--- src/rtl/alu_ctrl_issue_if.sv ---
// Decode-request / ALU-op handshake bundle between the issue stage and the ALU control block.
interface alu_ctrl_issue_if #(
  parameter int OPCW = 11
);
  logic            in_valid;
  logic            in_ready;
  logic [1:0]      in_aluop;
  logic [OPCW-1:0] in_opcode;
  logic            out_valid;
  logic            out_ready;
  logic [3:0]      out_op;
  logic            out_illegal;

  modport master (
    output in_valid, in_aluop, in_opcode, out_ready,
    input  in_ready, out_valid, out_op, out_illegal
  );

  modport slave (
    input  in_valid, in_aluop, in_opcode, out_ready,
    output in_ready, out_valid, out_op, out_illegal
  );
endinterface

--- src/rtl/alu_ctrl_issue.sv ---
// ALU control decoder with a two-entry (output + skid) issue buffer and a saturating
// illegal-request counter; in_ready is registered so upstream never sees out_ready combinationally.
module alu_ctrl_issue #(
  parameter int OPCW = 11,
  parameter int CNTW = 16
) (
  input  logic            clk,
  input  logic            rst,
  alu_ctrl_issue_if.slave bus,
  output logic [CNTW-1:0] illegal_cnt
);

  typedef enum logic [1:0] {
    EMPTY = 2'd0,
    ONE   = 2'd1,
    TWO   = 2'd2
  } state_e;

  localparam logic [3:0] OP_ADD  = 4'b0010;
  localparam logic [3:0] OP_SUB  = 4'b0110;
  localparam logic [3:0] OP_AND  = 4'b0000;
  localparam logic [3:0] OP_ORR  = 4'b0001;
  localparam logic [3:0] OP_PASS = 4'b0111;
  localparam logic [3:0] OP_ILL  = 4'b1111;

  state_e          state_q;
  logic            in_ready_q;
  logic            out_valid_q;
  logic [3:0]      out_op_q;
  logic            out_ill_q;
  logic [3:0]      skid_op_q;
  logic            skid_ill_q;
  logic [CNTW-1:0] cnt_q;

  logic [3:0] dec_op_d;
  logic       dec_ill_d;
  logic       accept;
  logic       drain;

  assign accept = bus.in_valid && in_ready_q;
  assign drain  = out_valid_q && bus.out_ready;

  // NOTE: every output of this block gets a default first, so no path leaves a latch.
  always_comb begin
    dec_op_d  = OP_ILL;
    dec_ill_d = 1'b1;
    unique case (bus.in_aluop)
      2'b00: begin dec_op_d = OP_ADD;  dec_ill_d = 1'b0; end
      2'b01: begin dec_op_d = OP_PASS; dec_ill_d = 1'b0; end
      2'b10: begin
        if (bus.in_opcode == OPCW'(11'b10001011000)) begin
          dec_op_d = OP_ADD; dec_ill_d = 1'b0;
        end else if (bus.in_opcode == OPCW'(11'b11001011000)) begin
          dec_op_d = OP_SUB; dec_ill_d = 1'b0;
        end else if (bus.in_opcode == OPCW'(11'b10001010000)) begin
          dec_op_d = OP_AND; dec_ill_d = 1'b0;
        end else if (bus.in_opcode == OPCW'(11'b10101010000)) begin
          dec_op_d = OP_ORR; dec_ill_d = 1'b0;
        end
      end
      default: ;
    endcase
  end

  // NOTE: non-blocking assignments throughout, so every register samples pre-edge values.
  always_ff @(posedge clk) begin
    if (rst) begin
      state_q     <= EMPTY;
      in_ready_q  <= 1'b1;
      out_valid_q <= 1'b0;
      out_op_q    <= OP_AND;
      out_ill_q   <= 1'b0;
      // NOTE: skid data is cleared too, so a discarded entry can never resurface after reset.
      skid_op_q   <= '0;
      skid_ill_q  <= 1'b0;
      cnt_q       <= '0;
    end else begin
      if (accept && dec_ill_d && (cnt_q != '1)) cnt_q <= cnt_q + CNTW'(1);

      unique case (state_q)
        EMPTY: begin
          if (accept) begin
            state_q     <= ONE;
            out_valid_q <= 1'b1;
            out_op_q    <= dec_op_d;
            out_ill_q   <= dec_ill_d;
          end
        end
        ONE: begin
          if (accept && !drain) begin
            state_q    <= TWO;
            in_ready_q <= 1'b0;
            skid_op_q  <= dec_op_d;
            skid_ill_q <= dec_ill_d;
          end else if (accept && drain) begin
            out_op_q  <= dec_op_d;
            out_ill_q <= dec_ill_d;
          end else if (drain) begin
            state_q     <= EMPTY;
            out_valid_q <= 1'b0;
            out_op_q    <= OP_AND;
            out_ill_q   <= 1'b0;
          end
        end
        TWO: begin
          if (drain) begin
            state_q    <= ONE;
            in_ready_q <= 1'b1;
            out_op_q   <= skid_op_q;
            out_ill_q  <= skid_ill_q;
          end
        end
        default: state_q <= EMPTY;
      endcase
    end
  end

  assign bus.in_ready    = in_ready_q;
  assign bus.out_valid   = out_valid_q;
  assign bus.out_op      = out_op_q;
  assign bus.out_illegal = out_ill_q;
  assign illegal_cnt     = cnt_q;

endmodule

--- src/flat_wrapper.sv ---
// flat-port wrapper written by rule: the top's interface ports become plain ports
module alu_ctrl_issue_flat 
#(
  parameter int OPCW = 11,
  parameter int CNTW = 16
)
  (clk, rst, illegal_cnt, bus_in_valid, bus_in_aluop, bus_in_opcode, bus_out_ready, bus_in_ready, bus_out_valid, bus_out_op, bus_out_illegal);
  alu_ctrl_issue_if #(.OPCW(OPCW)) bus_i ();
  input  logic clk;
  input  logic rst;
  output logic [CNTW-1:0] illegal_cnt;
  input wire logic [$bits(bus_i.in_valid)-1:0] bus_in_valid;
  input wire logic [$bits(bus_i.in_aluop)-1:0] bus_in_aluop;
  input wire logic [$bits(bus_i.in_opcode)-1:0] bus_in_opcode;
  input wire logic [$bits(bus_i.out_ready)-1:0] bus_out_ready;
  output wire logic [$bits(bus_i.in_ready)-1:0] bus_in_ready;
  output wire logic [$bits(bus_i.out_valid)-1:0] bus_out_valid;
  output wire logic [$bits(bus_i.out_op)-1:0] bus_out_op;
  output wire logic [$bits(bus_i.out_illegal)-1:0] bus_out_illegal;
  assign bus_i.in_valid = bus_in_valid;
  assign bus_i.in_aluop = bus_in_aluop;
  assign bus_i.in_opcode = bus_in_opcode;
  assign bus_i.out_ready = bus_out_ready;
  assign bus_in_ready = bus_i.in_ready;
  assign bus_out_valid = bus_i.out_valid;
  assign bus_out_op = bus_i.out_op;
  assign bus_out_illegal = bus_i.out_illegal;
  alu_ctrl_issue #(.OPCW(OPCW), .CNTW(CNTW)) u_core (.clk(clk), .rst(rst), .bus(bus_i), .illegal_cnt(illegal_cnt));
endmodule
--- config.mk ---
export PLATFORM = sky130hd
export DESIGN_NAME = alu_ctrl_issue_flat
export DESIGN_NICKNAME = d
export VERILOG_FILES = /design/src/rtl/alu_ctrl_issue_if.sv /design/src/rtl/alu_ctrl_issue.sv /design/src/flat_wrapper.sv
export SDC_FILE = /design/constraint.sdc
export NUM_CORES = 1
export LEC_CHECK = 0
export CAP_MARGIN = 20
export CORE_MARGIN = 2
export CORE_UTILIZATION = 44
export DETAILED_ROUTE_END_ITERATION = 6
export GPL_TIMING_DRIVEN = 0
export HOLD_SLACK_MARGIN = 0.05
export PLACE_DENSITY_LB_ADDON = 0.1
export SLEW_MARGIN = 20
export SYNTH_ARGS = -nofsm -noshare
export SYNTH_HDL_FRONTEND = slang
export SYNTH_SLANG_ARGS = --single-unit
--- constraint.sdc ---
create_clock -name clk -period 1.81 [get_ports clk]
set_input_delay 0.543 -clock clk [delete_from_list [all_inputs] [get_ports clk]]
set_output_delay 0.543 -clock clk [all_outputs]
set_load 0.02 [all_outputs]
### Word level (Yosys, flattened, before mapping)

Index checks and enable logic that the tools add are counted.

* flip-flop bits (word level): 30
* bits of input ports: 17
* output and inout bits: 23
* word-level logic and storage cells: 80

* $add $sub $neg: 1
* eq/ne operators: 18
* multiplexer cells: 35
* reductions and logical operators: 18

Operators by type and width (count)
* $eq 11x11->1 const B: 4
* $mux 4: 9
* $pmux 4 s3: 2
* $add 16x1->16 const B: 1
* $ne 16x16->1 const B: 1
* $mux 1: 14
* $mux 2: 5
* $reduce_and 5->1: 2
* $ne 2x1->1 const B: 4
* $logic_and 1x1->1: 6
* $ne 3x1->1 const B: 2
* $pmux 1 s2: 3
* $pmux 2 s3: 1
* $eq 2x1->1 const B: 2
* $eq 2x2->1 const B: 2
* $logic_not 2->1: 2
* $ne 2x2->1 const B: 2
* $reduce_and 4->1: 1
* $reduce_bool 2->1: 2
* $ne 3x2->1 const B: 1
* $pmux 1 s3: 1
* $reduce_and 3->1: 1
* $reduce_bool 3->1: 1
* $reduce_and 2->1: 1
* 2 further kinds: 2

### Depth between registers and ports, before layout

* depth after elaboration: 9
* mapped depth: 8
* gate-level depth less buffers: 7

### Worst setup path before layout

No wires, ideal clock.

* kind: flip-flop to flip-flop
* from: reg u_core.cnt_q[0], in the netlist u_core.illegal_cnt[0]
* to: reg u_core.cnt_q[9], in the netlist u_core.illegal_cnt[9]
* setup time: 0.068 ns
* arrival time: 1.944 ns
* data required time: 1.742 ns
* setup slack: -0.202 ns
* stages on the path, launching flop included: 9
* path buffers: 2
* clock period less this slack: 2.012 ns
* cells stage by stage: dfxtp_1 -> ha_1 -> nand3_4 -> or4_4 -> nand3_2 -> buf_6 -> buf_12 -> o31ai_1 -> a21oi_2

* longest elaborated chain between the ends: 2
* elaborated cells on any way between the ends: 3
* classes of those cells: add/sub: 1; eq/ne: 1; reduce/logical: 1

Ends and longest elaborated chain
* from (decl): line alu_ctrl_issue.sv:33 `logic [CNTW-1:0] cnt_q;`
* from (signal assigned): line alu_ctrl_issue.sv:78 `if (accept && dec_ill_d && (cnt_q != '1)) cnt_q <= cnt_q + CNTW'(1);`
* parallel branches: the longest is 2 deep, another holds $add 16x1->16

Parallel ways; which one is timed is not known.
A chain may end at the register's enable or synchronous reset.

### Worst setup path after layout

* from: reg u_core.cnt_q[0], in the netlist u_core.illegal_cnt[0]
* to: reg u_core.cnt_q[3], in the netlist u_core.illegal_cnt[3]

Same word-level chain as after synthesis.

==> metrics.txt <==
asr flop ratio synth 0%; Die H 65.7 um; Hold Startpoint u_core.skid_ill_q; Area Growth Syn to Fin 48.8%; worst-path maximum fanout 6; CP Capture Type flop; Num CTS Buffers 5; post-synth design cell area 1670 um2; Hold EP u_core.skid_ill_q; Worst EP arrival 2.02 ns; area leader, netlist dfxtp_1; post-synthesis sequential area ratio 34.7%; die area 4310 um2; Warnings, synthesis 0; Cells after Synth 189; total power per unit cell area 984 nW/um2; CTS tree done; DIE WIDTH 65.7 um; Top Ports 40; most used flip-flop cell after synthesis dfxtp_1; kind of critical path flop to flop; syn_nets 211; Syn Area/Cell 8.86 um2; clk buf depth 2; CP required 2.03 ns; Clock Latency Late Sink 0.28 ns; Synth top area share 34.7%; Final min period 1.80 ns; routability cong. 0.841; worst-margin pin slew 0.550 ns; Final Max Tran Viols 0; worst reg2reg endpoint u_core.illegal_cnt[3]; Synth area leaders dfxtp_1 (35%), nor2_1 (4.5%), o31ai_1 (4.0%); Max-Cap Viols 0; Final Hold Fails 0; RR Startpoint u_core.illegal_cnt[0]; Initial Util 45.7%; DR vias 1764; final setup fails 0; RSZ-0062 raised after global routing yes; Starting DRT DRC Count 146; Util after Layout 68.0%; most frequent cells in the layout dlygate4sd2_1 (28), nor2_1 (19), buf_4 (14), dfxtp_1 (14), a21oi_1 (12); outcome finished clean; DRT Pass-1 Iters 4; layout cells sized above 1 31.1%; commonest non-fill, non-tap cell in the layout dlygate4sd2_1; post-synth cell types 53; Worst setup SP type flop; antenna violations before repair 0; drt total wl 4540 um; flops & latches, synth 29; row count 22; fin worst setup slack 0.00626 ns; # nets final 272; largest net degree at the start of global routing 11; vias in the first global route 1647; # clock sinks 29; Setup WS pre-CTS -0.630 ns; Max VDD drop 0.694 mV; Hold Crit Class flop to flop; first-pass GRT wire length 7260 um; Post-synth EDFFs 0; # port buffers 39; depth of the most critical reg-to-reg path 8; Worst-path clk slew 0.06 ns; CTS Hold Buffers Added 0; worst hold slack 0.462 ns; post-route cell area 2490 um2; per-cell routed wire length 15.2 um; Tot GR Track Use 21.9%; hold path depth 2; gr ovfl total 0; Leak 1.05 nW; flop-to-flop setup slack 0.006 ns; Antenna diodes 0; area post-placement 2160 um2; H-tree depth 2; period utilization 99.7%; # DRC 0; slew margin rel. 63.3%; worst clock skew 0.00504 ns; Final ANT Viol Nets 0; Max Fclk 554 MHz; hpwl dp 3120 um; core area 3660 um2; CTS Root Cell clkbuf_8; DR vias/cell 5.90
-- Yosys cell counts, drive strengths merged, types with 2 or more instances --
| cell | count |
|---|---|
| a211oi | 5 |
| a21oi | 18 |
| a31oi | 2 |
| a32oi | 3 |
| and2 | 2 |
| buf | 3 |
| clkbuf | 3 |
| dfxtp | 29 |
| dlygate4sd1 | 2 |
| ha | 5 |
| inv | 7 |
| mux2i | 5 |
| nand2 | 12 |
| nand2b | 2 |
| nand3 | 12 |
| nand4 | 9 |
| nor2 | 20 |
| nor3 | 2 |
| nor4 | 2 |
| nor4b | 3 |
| o21a | 2 |
| o21ai | 4 |
| o31ai | 9 |
| or4 | 9 |
-- per-stage QoR --
stage                     power, mW  std cells  TNS [ns]
after floorplan                1.42        189   -0.0416
after global placement         1.69        276    -12.05
after detailed placement       1.73        276    -12.73
after CTS                      2.35        292         0
after global routing           2.58        299    -0.543
final                          2.45        299         0
-- power by group --
group          switching, mW  internal [mW]
Combinational          0.567          0.542
Clock                  0.251          0.266
Sequential            0.0844          0.742
Total                  0.902           1.55
-- flip-flops by register name, indices dropped and copies added, names as in the netlist --
| register | cells |
|---|---|
| u_core.illegal_cnt | 16 |
| u_core.bus.out_op | 4 |
| u_core.skid_op_q | 3 |
| u_core.state_q | 2 |
| u_core.bus.in_ready | 1 |
| u_core.bus.out_illegal | 1 |
| u_core.bus.out_valid | 1 |
| u_core.skid_ill_q | 1 |
-- worst max path at each step --
| stage | start | to | slack, ns | cells after the start |
|---|---|---|---|---|
| CTS | u_core.illegal_cnt[13] | illegal_cnt[13] | 0.0005 | 1 |
| floorplan | bus_in_opcode[5] | u_core.illegal_cnt[14] | -0.02 | 5 |
| finish | u_core.illegal_cnt[0] | u_core.illegal_cnt[3] | 0.006 | 8 |
| detailed placement | bus_in_opcode[6] | u_core.illegal_cnt[14] | -0.63 | 6 |
| global route | u_core.illegal_cnt[0] | u_core.illegal_cnt[9] | -0.07 | 8 |
| global placement | bus_in_aluop[1] | u_core.illegal_cnt[9] | -0.64 | 6 |
-- cell type report --
cell class                      instances  area, um2
Sequential cell                        29        617
Clock inverter                          2       10.0
Multi-Input combinational cell        145       1140
Timing Repair Buffer                   56        513
Fill cell                             298       1170
Clock buffer                            6       72.6
Tap cell                               48       60.1
Inverter                                7       26.3
Buffer                                  6       50.0
-- layer usage --
metal	routed length, um	share of wire (%)	vias up	track usage (%)
met3	230	5.1	8	5.48
li1	-	-	845	-
met1	2150	47	856	28.6
met5	0	0	-	0
met4	56	1.2	0	7.29
met2	2100	46	55	35.0
-- logic make-up after synthesis --
group,after synthesis,synth area share [%]
compound gates,50,21.4
flops,29,34.7
buf+inv,15,5.46
mux,6,3.66
xor+xnor,2,1.05
simple gates,82,30.0
fa+ha+maj,5,3.74
-- timing repair --
| item | in CTS | in global routing |
|---|---|---|
| setup endpoints to repair | 43 | 23 |
| pin swaps | 15 | 9 |
| cloned | 1 | 1 |
| gates resized for setup | 59 | 22 |
| buffers inserted | 9 | 6 |
-- worst max-delay path: stages (launching register included) --
cell and delay (ns):
dfxtp_4 0.37, ha_4 0.15, nand3_4 0.09, or4_4 0.52
nand3_4 0.12, buf_6 0.15, clkbuf_16 0.15, o21ai_1 0.08
a21oi_2 0.12
Power figures use the tool's default switching activity.
